File: config.mk
export PLATFORM = sky130hd
export DESIGN_NAME = t2mi_timestamp_extractor
export DESIGN_NICKNAME = d
export VERILOG_FILES = /design/src/rtl/t2mi_ts_pkg.sv /design/src/rtl/t2mi_ts_field_check.sv /design/src/rtl/t2mi_timestamp_extractor.sv
export SDC_FILE = /design/constraint.sdc
export NUM_CORES = 1
export LEC_CHECK = 0
export BUFFER_PORTS_ARGS = -buffer_cell sky130_fd_sc_hd__buf_2
export CORE_ASPECT_RATIO = 0.8
export CORE_MARGIN = 3
export CORE_UTILIZATION = 59
export CTS_BUF_LIST = sky130_fd_sc_hd__clkbuf_2
export DETAILED_ROUTE_END_ITERATION = 16
export GPL_ROUTABILITY_DRIVEN = 0
export GPL_TIMING_DRIVEN = 0
export MAX_ROUTING_LAYER = met4
export PLACE_DENSITY_LB_ADDON = 0.12
export RECOVER_POWER = 50
export SYNTH_ARGS = -nofsm -noshare
export SYNTH_HDL_FRONTEND = slang
export SYNTH_SLANG_ARGS = --single-unit
export TNS_END_PERCENT = 100
File: constraint.sdc
create_clock -name clk -period 3.5 [get_ports clk]
set_input_delay 0.35 -clock clk [delete_from_list [all_inputs] [get_ports clk]]
set_output_delay 0.35 -clock clk [all_outputs]
set_load 0.03 [all_outputs]
File: src/rtl/t2mi_ts_pkg.sv
// rtl/t2mi_ts_pkg.sv - shared constants, state encoding and subsecond limit table for the T2MI timestamp extractor
package t2mi_ts_pkg;

  localparam logic [7:0]  TS_TYPE_DEFAULT = 8'h20;
  localparam logic [15:0] TS_LEN_DEFAULT  = 16'd11;

  localparam int PAYLOAD_W   = 88;
  localparam int RFU_LSB     = 84;
  localparam int BW_LSB      = 80;
  localparam int BW_W        = 4;
  localparam int SEC_LSB     = 40;
  localparam int SEC_FIELD_W = 40;
  localparam int SUB_LSB     = 13;
  localparam int SUB_W       = 27;
  localparam int UTCO_LSB    = 0;
  localparam int UTCO_W      = 13;

  localparam logic [BW_W-1:0] BW_MAX = 4'd5;

  typedef enum logic [1:0] {
    IDLE,
    COLLECT,
    CHECK,
    SKIP
  } state_t;

  // Subseconds count elementary periods T, so the ceiling depends on bandwidth.
  function automatic logic [SUB_W-1:0] subsec_limit(input logic [BW_W-1:0] bw);
    case (bw)
      4'd0:    subsec_limit = 27'd1845070;
      4'd1:    subsec_limit = 27'd5714285;
      4'd2:    subsec_limit = 27'd6857142;
      4'd3:    subsec_limit = 27'd8000000;
      4'd4:    subsec_limit = 27'd9142857;
      4'd5:    subsec_limit = 27'd11428571;
      default: subsec_limit = 27'd0;
    endcase
  endfunction

endpackage

File: src/rtl/t2mi_ts_field_check.sv
// rtl/t2mi_ts_field_check.sv - combinational unpack and range check of the 88-bit timestamp payload
module t2mi_ts_field_check
  import t2mi_ts_pkg::*;
#(
  parameter int SEC_W = 40
) (
  input  logic [PAYLOAD_W-1:0] word,
  output logic [BW_W-1:0]      bw,
  output logic [SEC_W-1:0]     seconds,
  output logic [SUB_W-1:0]     subseconds,
  output logic [UTCO_W-1:0]    utco,
  output logic                 range_ok
);

  logic unused_rfu;

  assign bw         = word[BW_LSB +: BW_W];
  assign seconds    = SEC_W'(word[SEC_LSB +: SEC_FIELD_W]);
  assign subseconds = word[SUB_LSB +: SUB_W];
  assign utco       = word[UTCO_LSB +: UTCO_W];
  assign unused_rfu = ^word[PAYLOAD_W-1:RFU_LSB];

  // Reserved bandwidth codes return a zero limit, so they always fail the range test.
  assign range_ok = (bw <= BW_MAX) && (subseconds < subsec_limit(bw));

endmodule

File: src/rtl/t2mi_timestamp_extractor.sv
// rtl/t2mi_timestamp_extractor.sv - captures T2MI timestamp packets and strobes validated fields
// Optional statistics counters are built when T2MI_TS_STATS_EN is defined.
module t2mi_timestamp_extractor
  import t2mi_ts_pkg::*;
#(
  parameter logic [7:0]  TS_TYPE = TS_TYPE_DEFAULT,
  parameter logic [15:0] TS_LEN  = TS_LEN_DEFAULT,
  parameter int          SEC_W   = 40
) (
  input  logic              clk,
  input  logic              rst,
  input  logic              packet_start,
  input  logic [7:0]        packet_type,
  input  logic [15:0]       packet_length,
  input  logic              packet_valid,
  input  logic [7:0]        packet_data,
  input  logic              packet_end,
  input  logic              parser_error,
  output logic              ts_valid,
  output logic [SEC_W-1:0]  ts_seconds,
  output logic [SUB_W-1:0]  ts_subseconds,
  output logic [UTCO_W-1:0] ts_utco,
  output logic [BW_W-1:0]   ts_bw,
  output logic              ts_len_error,
  output logic              ts_range_error
`ifdef T2MI_TS_STATS_EN
  ,
  output logic [15:0]       stat_good,
  output logic [15:0]       stat_len_err,
  output logic [15:0]       stat_range_err
`endif
);

  state_t               state;
  logic [15:0]          count;
  logic                 overrun;
  logic [PAYLOAD_W-1:0] sreg;

  logic [BW_W-1:0]   fc_bw;
  logic [SEC_W-1:0]  fc_seconds;
  logic [SUB_W-1:0]  fc_subseconds;
  logic [UTCO_W-1:0] fc_utco;
  logic              fc_range_ok;

  logic   start_is_ts;
  logic   start_len_ok;
  state_t start_next;

  assign start_is_ts  = (packet_type == TS_TYPE);
  assign start_len_ok = (packet_length == TS_LEN);
  assign start_next   = (start_is_ts && start_len_ok) ? COLLECT : SKIP;

  t2mi_ts_field_check #(.SEC_W(SEC_W)) u_field_check (
    .word       (sreg),
    .bw         (fc_bw),
    .seconds    (fc_seconds),
    .subseconds (fc_subseconds),
    .utco       (fc_utco),
    .range_ok   (fc_range_ok)
  );

  always_ff @(posedge clk) begin
    if (rst) begin
      state          <= IDLE;
      count          <= '0;
      overrun        <= 1'b0;
      sreg           <= '0;
      ts_valid       <= 1'b0;
      ts_len_error   <= 1'b0;
      ts_range_error <= 1'b0;
      ts_seconds     <= '0;
      ts_subseconds  <= '0;
      ts_utco        <= '0;
      ts_bw          <= '0;
    end else begin
      ts_valid       <= 1'b0;
      ts_len_error   <= 1'b0;
      ts_range_error <= 1'b0;
      if (parser_error) begin
        ts_len_error <= (state == COLLECT);
        state        <= IDLE;
        count        <= '0;
        overrun      <= 1'b0;
      end else begin
        case (state)
          IDLE, SKIP: begin
            if (packet_start) begin
              state        <= start_next;
              count        <= '0;
              overrun      <= 1'b0;
              ts_len_error <= start_is_ts && !start_len_ok;
            end else if (state == SKIP && packet_end) begin
              state <= IDLE;
            end
          end
          COLLECT: begin
            // A new start aborts the capture; its own length error folds into the same pulse.
            if (packet_start) begin
              ts_len_error <= 1'b1;
              state        <= start_next;
              count        <= '0;
              overrun      <= 1'b0;
            end else begin
              if (packet_valid) begin
                if (count == TS_LEN) begin
                  overrun <= 1'b1;
                end else begin
                  sreg  <= {sreg[PAYLOAD_W-9:0], packet_data};
                  count <= count + 16'd1;
                end
              end
              if (packet_end) begin
                state <= CHECK;
              end
            end
          end
          CHECK: begin
            if (count != TS_LEN || overrun) begin
              ts_len_error <= 1'b1;
            end else if (!fc_range_ok) begin
              ts_range_error <= 1'b1;
            end else begin
              ts_valid      <= 1'b1;
              ts_seconds    <= fc_seconds;
              ts_subseconds <= fc_subseconds;
              ts_utco       <= fc_utco;
              ts_bw         <= fc_bw;
            end
            // A start landing on the check cycle is still tracked; its length error is dropped
            // because this cycle already owns the single result pulse.
            state   <= packet_start ? start_next : IDLE;
            count   <= '0;
            overrun <= 1'b0;
          end
          default: state <= IDLE;
        endcase
      end
    end
  end

`ifdef T2MI_TS_STATS_EN
  always_ff @(posedge clk) begin
    if (rst) begin
      stat_good      <= '0;
      stat_len_err   <= '0;
      stat_range_err <= '0;
    end else begin
      if (ts_valid && stat_good != 16'hFFFF) stat_good <= stat_good + 16'd1;
      if (ts_len_error && stat_len_err != 16'hFFFF) stat_len_err <= stat_len_err + 16'd1;
      if (ts_range_error && stat_range_err != 16'hFFFF) stat_range_err <= stat_range_err + 16'd1;
    end
  end
`endif

endmodule

==> results of run 1 <==
==> logic make-up after synthesis <==
| kind of cell | Yosys count | share of synthesized area, % |
|---|---|---|
| and+or+nand+nor | 369 | 21.7 |
| DFF | 190 | 47.8 |
| AOI/OAI and AO/OA | 291 | 19.7 |
| buffers and inverters | 88 | 5.15 |
| adders and majority gates | 26 | 4.09 |
| xor gates and xnor gates | 14 | 1.54 |
==> report_power, final <==
part | total (mW) | switching [mW] | internal [mW] | leakage, nW
combinational | 0.117 | 0.0745 | 0.0428 | 1.44
sequential | 2.17 | 0.00220 | 2.17 | 1.53
clock | 1.05 | 0.718 | 0.330 | 0.139
==> routing by layer <==
layer  track usage, %  share of wire, %
met3             5.86               5.9
met5                -                 0
met2             43.6                44
met4             7.41               1.3
met1             39.4                49
==> cell type report <==
type | instances | area (um2)
fill | 1157 | 3950
sequential | 190 | 3800
multi-input combinational | 700 | 3740
timing repair buffer | 140 | 672
buffer | 78 | 368
tap | 175 | 219
clock inverter | 12 | 119
clock buffer | 20 | 100
inverter | 9 | 33.8
==> stage by stage <==
stage	util (%)	hold WS [ns]	std cells
after global routing	69.6	0.146	1324
after floorplan	-	0.437	978
final	69.6	0.130	1324
after detailed placement	67.5	0.450	1276
after global placement	67.5	0.444	1276
after CTS	70.5	0.0910	1325
==> cells in the final DEF (no fill, tap or decap), drive strengths merged, types with 2 or more instances in the layout <==
| cell type | instances |
|---|---|
| a2111oi | 2 |
| o21ai | 90 |
| or2 | 2 |
| xnor2 | 6 |
| clkbuf | 152 |
| and2 | 3 |
| nor4b | 5 |
| nor3 | 13 |
| bufinv | 2 |
| a31oi | 2 |
| xor2 | 8 |
| nor3b | 4 |
| clkinv | 7 |
| a21o | 5 |
| and4 | 3 |
| buf | 71 |
| a21oi | 180 |
| o211a | 2 |
| nand3 | 94 |
| ha | 26 |
| dfxtp | 190 |
| o2111ai | 2 |
| nor4 | 6 |
| nand2b | 6 |
| and3 | 5 |
| inv | 11 |
| nand4 | 4 |
| nor2b | 5 |
| nor2 | 21 |
| nand2 | 190 |
| or3 | 4 |
| dlygate4sd3 | 15 |
==> critical path, delay by kind of cell, from the launching register on <==
family	cells	cell delay [ns]
simple gates	3	0.95
compound gates	4	0.82
flops	1	0.42
buf+inv	3	0.68
fa+ha+maj	1	0.28
==> what timing repair did <==
item,4_1_cts,5_1_grt
gates resized for setup,0,3
hold buffers,15,0
endpoints found under the hold margin,12,0
setup endpoints to repair,75,84
setup buffers,2,0
pin swaps,1,0
==> flip-flops by register name, indices dropped and copies added (netlist names) <==
signal / cells
ts_subseconds: 27
count: 16
ts_utco: 13
ts_valid: 1
ts_seconds: 40
ts_bw: 4
ts_len_error: 1
state: 2
overrun: 1
sreg: 84
ts_range_error: 1
==> final timing paths <==
check                   startpoint                      end  slack, ns
min              packet_length[14]  ts_len_error$_SDFF_PP0_       0.13
max reg2reg  sreg[82]$_SDFFE_PP0P_  ts_utco[1]$_SDFFE_PP0P_       0.24
max          sreg[82]$_SDFFE_PP0P_  ts_utco[1]$_SDFFE_PP0P_       0.24
min reg2reg  sreg[75]$_SDFFE_PP0P_    sreg[83]$_SDFFE_PP0P_       0.46
==> metrics.txt, run 1 <==
Hold WC Path Type=primary input to flop; Port Buffers=123; dpl cell area=8790 um2; first-pass GRT wire length=33.1 mm; vias per inst=5.57; #FFs+latches synth=190; CTS tree=yes; total CTS buffers=17; final setup TNS=0 ns; synth unique cells=50; Post-Place Setup Slack=-0.0570 ns; asr flop ratio synth=0%; ratio of cells with drive above 1 in the final layout=10.1%; Syn Area/Cell=8.13 um2; FMAX=307 MHz; Max clock buf depth=2; Vias=7,373; # rows=37; CP peak stage delay=0.44 ns; element type at the critical path start=flop; largest net degree at the start of global routing=17; synthesized area=7950 um2; most frequent cells after synthesis=dfxtp_1, nand2_1, a21oi_1, nand3_1, o21ai_1; P_leak=3.11 nW; Layout Nets=1,200; effective utilization at floorplan=61.1%; CP cell instances=buf_2, inv_1, or2_2, a21o_1, ha_1, and4_1, a31oi_1, nand4bb_2, buf_2, o21ai_1, a21oi_1; maxcap violations=1; gr usage total=28.7%; DRC viols=0; vias in the first global route=6,695; HPWL Detailed=14.4 mm; Critical Path RT=4.17 ns; Antenna Nets Post-Route=0; critical path class=flop to flop; top-area cell type share of the netlist area=47.8%; final WL=20.3 mm; Final setup viols=0; unrepaired setup endpoints after global routing=no; Die H=110 um; total power=3.34 mW; EDFF count, synth=0; Worst Tran Pin Value=1.58 ns; Crit. End Element=flop; 1st-iter DRT viols=471; Worst Skew=0.0402 ns; die area=14,900 um2; most numerous cell on the critical path=buf_2; CP max-delay cell=nand4bb_2; Reg2Reg Depth=11; Ports=125; Synthesis Warnings=0; Clock Tree Root=clkbuf_2; Core Area=13,000 um2; Rel. slew slack=-7.94%; maximum vdd drop=0.000219 V; Antenna diodes=0; status=finished with violations; largest area contributor in the netlist=dfxtp_1; WP data arrival=3.93 ns; clock-pin slew on the worst setup and hold paths=0.23 ns; post-route clock period utilization=93.1%; Tmin final=3.26 ns; H-Tree Depth=4; Worst-Skew Late Latency=0.81 ns; crit path max fanout=10; syn_nets=1,042; Syn Inst Count=978; dominant synthesized flop cell=dfxtp_1; PnR worst setup slack=0.243 ns; Area growth, synth to finish=13.9%; grt total ovfl=0; sequential-to-total area share from yosys stat=47.8%; Fin. Hold Viols=0; failing checks=capacitance limit, slew limit; Final Instance Area=9050 um2; Final Max Tran Viols=6; Hold Path Stages=6; power per cell area=369 nW/um2; largest cells by area after synthesis=dfxtp_1, a21oi_1, nand2_1; WL/cell=15.3 um; Sink Count=190; DRT Pass-1 Iters=7; Die Wd=136 um; initial antenna violation count=0
(Power assumes the default switching activity.)
==> inputs of run 2 (changes only) <==
PLACE_DENSITY = 0.94   (was unset)
PLACE_DENSITY_LB_ADDON = unset   (was 0.12)
==> metrics.txt, run 2 (synthesis gave the netlist of run 1 again) <==
status=completed; 1st-iter DRT viols=710 (+51%); crit path max fanout=10 (unchanged); post-route clock period utilization=96.4% (+3.4 points); critical path class=flop to flop; Vias=7,709 (+4.6%); Fin. Hold Viols=0 (unchanged); CP cell instances=buf_2, inv_1, or2_2, a21o_1, ha_1, and4_1, a31oi_1, nand4bb_2, buf_2, o21ai_1, a21oi_1; Post-Place Setup Slack=-0.0748 ns (-0.0178 ns); DRC viols=0 (unchanged); Final setup viols=0 (unchanged); gr usage total=29.6% (+0.92 points); CP max-delay cell=nand4bb_2; Final Max Tran Viols=0 (-6); top flop regs=sreg (84), ts_seconds (40), ts_subseconds (27); Worst Skew=0.0345 ns (-0.00575 ns); largest net degree at the start of global routing=17 (unchanged); sequential cell area=3800 um2 (unchanged); max reg flops=84 (unchanged); Largest Register=sreg; DRT Pass-1 Iters=8 (+1); maximum vdd drop=0.000252 V (+15%); power per cell area=374 nW/um2 (+1.5%); WP data arrival=4.02 ns (+0.09 ns); Die H=110 um (unchanged); Clock Tree Root=clkbuf_2; first-pass GRT wire length=34.4 mm (+4.0%); FMAX=296 MHz (-3.5%); Crit. End Element=flop; Post-Route Utilization=69.7% (+0.11 points); Antenna Nets Post-Route=0 (unchanged); Hold WC Path Type=primary input to flop; Sink Count=190 (unchanged); Max clock buf depth=2 (unchanged); element type at the critical path start=flop; Worst-Skew Late Latency=0.77 ns (-0.04 ns); vias per inst=5.82 (+4.6%); total CTS buffers=17 (unchanged); P_leak=3.11 nW (-0.17%); Tmin final=3.38 ns (+0.119 ns); Worst Tran Pin Value=1.35 ns (-0.226 ns); final WL=21.2 mm (+4.2%); grt total ovfl=0 (unchanged); WL/cell=16.0 um (+4.2%); maxcap violations=0 (-1); H-Tree Depth=4 (unchanged); Core Area=13,000 um2 (unchanged); HPWL Detailed=14.6 mm (+1.2%); Layout Nets=1,200 (unchanged); # rows=37 (unchanged); Ports=125 (unchanged); dpl cell area=8790 um2 (unchanged); Critical Path RT=4.14 ns (-0.03 ns); unrepaired setup endpoints after global routing=no; die area=14,900 um2 (unchanged); multi-input logic area=3740 um2 (unchanged); most frequent cells in the layout=nand2_1, dfxtp_1, a21oi_1; CP peak stage delay=0.50 ns (+0.06 ns); CTS tree=yes; Rel. slew slack=7.54% (+15 points); PnR worst setup slack=0.124 ns (-0.119 ns); most numerous cell on the critical path=buf_2; clock-pin slew on the worst setup and hold paths=0.24 ns (about the same); Die Wd=136 um (unchanged); vias in the first global route=7,078 (+5.7%); Port Buffers=123 (unchanged); filler cell count=1,072 (-7.3%); Final Instance Area=9070 um2 (+0.15%); effective utilization at floorplan=61.1% (unchanged); Area growth, synth to finish=14.1%; initial antenna violation count=1 (+1); ratio of cells with drive above 1 in the final layout=10.0% (-0.078 points)
## run 2: changes by cell type in the layout (fill, tap and decap cells not counted), moves of 2 or more
cell,before,now
clkbuf_1,126,128
clkinv_4,1,4
clkbuf_2,26,24
buf_2,60,58
clkinv_1,4,2
## run 2: final cells by class
type,instances,share of cell area [%]
multi-input combinational,700,41.2
clock inverter,13,1.57
clock buffer,18,0.993
sequential,190,41.9
buffer,78,4.04
inverter,9,0.373
tap,175,2.41
timing repair buffer,140,7.40
antenna,1,0.0276
## run 2: timing repair
| item | 4_1_cts | 5_1_grt |
|---|---|---|
| pin swaps | 1 | 0 |
| hold buffers | 15 | 0 |
| setup endpoints to repair | 81 | 84 |
| gates resized for setup | 0 | 3 |
| cloned | 0 | 0 |
| endpoints found under the hold margin | 12 | 0 |
| buffers inserted | 2 | 0 |
## run 2: path summary, 6_finish.rpt
path / slack [ns] / cells past startpoint / startpoint / end
worst max register to register: 0.12 / 11 / sreg[82]$_SDFFE_PP0P_ / ts_utco[12]$_SDFFE_PP0P_
worst max-delay path: 0.12 / 11 / sreg[82]$_SDFFE_PP0P_ / ts_utco[12]$_SDFFE_PP0P_
worst min-delay path: 0.16 / 6 / packet_length[15] / ts_len_error$_SDFF_PP0_
worst min register to register: 0.46 / 2 / sreg[0]$_SDFFE_PP0P_ / sreg[8]$_SDFFE_PP0P_
## run 2: per-stage QoR
stage,setup TNS [ns],std cells,hold WS (ns),power [mW]
detailed placement,-2.55,1276,0.447,2.32
global placement,0,1276,0.445,2.32
CTS,0,1323,0.116,3.40
global route,0,1324,0.156,3.51
finish,0,1324,0.164,3.39
floorplan,0,978,0.437,2.27
## run 2: per-layer routing
layer  track usage [%]  share of wire [%]  up-vias  wire length, um
li1                  -                  -     3710                -
met1              40.0                 44     3568             9230
met3              5.72                8.9       58             1870
met4              12.3                3.0        0              643
met2              43.9                 44      373             9420
met5                 -                  0        -                0
## run 2: worst max-delay path: cells and delay by family, from the launching register on
family                   cells  cell delay (ns)
flip-flops                   1             0.43
buffers and inverters        3             0.71
AND/OR/NAND/NOR              3             1.00
AO/OA/AOI/OAI                4             0.85
adder cells (fa/ha/maj)      1             0.28
## run 2: power by group
| part | internal [mW] | switching [mW] | total [mW] |
|---|---|---|---|
| Clock | 0.332 | 0.768 | 1.10 |
| Sequential | 2.17 | 0.00220 | 2.18 |
| Combinational | 0.0426 | 0.0758 | 0.118 |
| Total | 2.55 | 0.846 | 3.39 |
==> inputs of run 3 (changes only) <==
CAP_MARGIN = 20   (was unset)
CORE_UTILIZATION = 53   (was 59)
PLACE_DENSITY = 0.89   (was 0.94)
clock period = 3 ns   (was 3.5 ns; I/O delays follow)
==> metrics.txt, run 3 (synthesis gave the netlist of run 1 again) <==
Layout Nets=1,227 (+2.3%); reg2reg end=ts_bw[0]$_SDFFE_PP0P_; CTS tree=yes; reg-to-reg startpoint=sreg[82]$_SDFFE_PP0P_; most frequent cells in the layout=nand2_1, dfxtp_1, a21oi_1; Die H=116 um (+5.2%); 1st-iter DRT viols=785 (+11%); DRC viols=0 (unchanged); status=finished with violations; top flop regs=sreg (84), ts_seconds (40), ts_subseconds (27); Area growth, synth to finish=27.3%; WHS=0.0948 ns (-0.0696 ns); Worst Skew=0.0424 ns (+0.00796 ns); # rows=39 (+5.4%); CP Launch Point=sreg[82]$_SDFFE_PP0P_; Post-Route Utilization=69.8% (+0.11 points); element type at the critical path start=flop; placed cells=1,285 (+0.71%); Final Max Tran Viols=0 (unchanged); CP peak stage delay=0.44 ns (-0.06 ns); failing checks=setup timing; FMAX=312 MHz (+5.2%); CP cell instances=buf_8, inv_1, or2_4, o21ai_2, nand2b_1, and2_1, ha_2, nor3_2, o211a_1, a2111oi_4, buf_4, o41ai_4, buf_6, buf_8, nand3_2, a21oi_2; final WL=24.6 mm (+16%); Antenna diodes=0 (-1); Fin. Hold Viols=0 (unchanged); P_leak=3.38 nW (+8.9%); HPWL Detailed=14.7 mm (+0.41%); Final Instance Area=10,100 um2 (+12%); Ports=125 (unchanged); post-route clock period utilization=107% (+11 points); Final setup viols=85 (+85); dpl cell area=8800 um2 (+0.13%); H-Tree Depth=4 (unchanged); Sink Count=190 (unchanged); grt total ovfl=0 (unchanged); most numerous cell on the critical path=buf_8; Rel. slew slack=51.2% (+44 points); Vias=8,147 (+5.7%); maxcap violations=0 (unchanged); WP data arrival=3.94 ns (-0.08 ns); power per cell area=378 nW/um2 (+1.1%); Clock Tree Root=clkbuf_2; gr usage total=26.5% (-3.1 points); Port Buffers=123 (unchanged); Non-Filler Instances=1,360 (+2.7%); DRT Pass-1 Iters=6 (-2); die area=16,500 um2 (+11%); CP max-delay cell=o41ai_4; Largest Register=sreg; clock-pin slew on the worst setup and hold paths=0.26 ns (+0.02 ns); vias in the first global route=7,107 (+0.41%); Worst Tran Pin Value=0.733 ns (-0.619 ns); Worst-Skew Late Latency=0.80 ns (+0.03 ns); critical path class=flop to flop; ratio of cells with drive above 1 in the final layout=21.6% (+12 points); initial antenna violation count=0 (-1); reg-to-reg slack, setup=-0.21 ns (-0.33 ns); Core Area=14,500 um2 (+11%); Reg2Reg Depth=16 (+5); largest net degree at the start of global routing=17 (unchanged); maximum vdd drop=0.000252 V (-0.16%); vias per inst=5.99 (+2.9%); Antenna Nets Post-Route=0 (unchanged); crit path max fanout=10 (unchanged); total CTS buffers=17 (unchanged); Tmin final=3.21 ns (-0.166 ns); first-pass GRT wire length=34.2 mm (-0.68%); commonest non-fill, non-tap cell in the layout=nand2_1; unrepaired setup endpoints after global routing=yes; Max clock buf depth=2 (unchanged); Post-Place Setup Slack=-0.602 ns (-0.527 ns); Setup crit end=ts_bw[0]$_SDFFE_PP0P_; Die Wd=143 um (+5.3%); Critical Path RT=3.73 ns (-0.41 ns); Crit. End Element=flop; effective utilization at floorplan=54.9% (-6.3 points); WL/cell=18.1 um (+13%); PnR worst setup slack=-0.209 ns (-0.334 ns); max reg flops=84 (unchanged); Hold WC Path Type=primary input to flop
==> run 3: cell types whose count changed in the layout (fill, tap and decap cells not counted), moves of 10 or more <==
| cell | delta |
|---|---|
| a21oi_1 | -26 |
| buf_2 | -11 |
| buf_6 | +17 |
| nand3_2 | +19 |
| buf_4 | +19 |
| nand3_1 | -25 |
| o21ai_1 | -44 |
| o21ai_4 | +10 |
| o21ai_2 | +36 |
| a21oi_2 | +25 |
==> run 3: worst max-delay path: cells and delay by family, from the launching register on <==
family                     cells  cell delay (ns)
AOI/OAI and AO/OA              5             0.98
buffers and inverters          5             0.81
and+or+nand+nor                5             0.78
DFF                            1             0.41
adders and majority gates      1             0.18
==> run 3: worst min path at each step <==
stage	startpoint	slack, ns	end	cells past startpoint
after floorplan	packet_data[0]	0.44	sreg[0]$_SDFFE_PP0P_	2
final	rst	0.09	sreg[74]$_SDFFE_PP0P_	3
after global routing	rst	0.06	sreg[73]$_SDFFE_PP0P_	3
after CTS	rst	0.04	sreg[74]$_SDFFE_PP0P_	3
after global placement	sreg[79]$_SDFFE_PP0P_	0.45	sreg[79]$_SDFFE_PP0P_	2
after detailed placement	sreg[79]$_SDFFE_PP0P_	0.45	sreg[79]$_SDFFE_PP0P_	2
==> run 3: cell type report <==
type                       instances  area (um2)
fill                            1053        4370
clock buffer                      18        90.1
tap                              184         230
inverter                           9        33.8
multi-input combinational        701        4370
timing repair buffer             166         962
buffer                            78         523
clock inverter                    14         101
sequential                       190        3810
==> run 3: what timing repair did <==
item / CTS / global route
buffers inserted: 3 / 13
gates cloned: 1 / 12
hold buffers: 15 / 0
resized for setup: 22 / 192
hold endpoints to repair: 13 / 0
pin swaps: 7 / 63
endpoints found under the setup margin: 86 / 86
==> run 3: where the power goes <==
part	switching (mW)	leakage [nW]	internal [mW]
registers	0.00284	1.53	2.54
clock network	0.857	0.131	0.289
logic	0.0955	1.72	0.0507
==> run 3: per-layer routing <==
metal	GRT usage [%]	wire length, um
met4	9.63	1050
met2	38.2	11000
met3	6.60	2250
met5	-	0
met1	36.1	10300
==> run 3: stage by stage <==
stage | power, mW | TNS, ns
finish | 3.83 | -10.40
global route | 3.94 | -17.43
CTS | 3.82 | 0
detailed placement | 2.70 | -42.41
global placement | 2.70 | -36.45
floorplan | 2.65 | 0
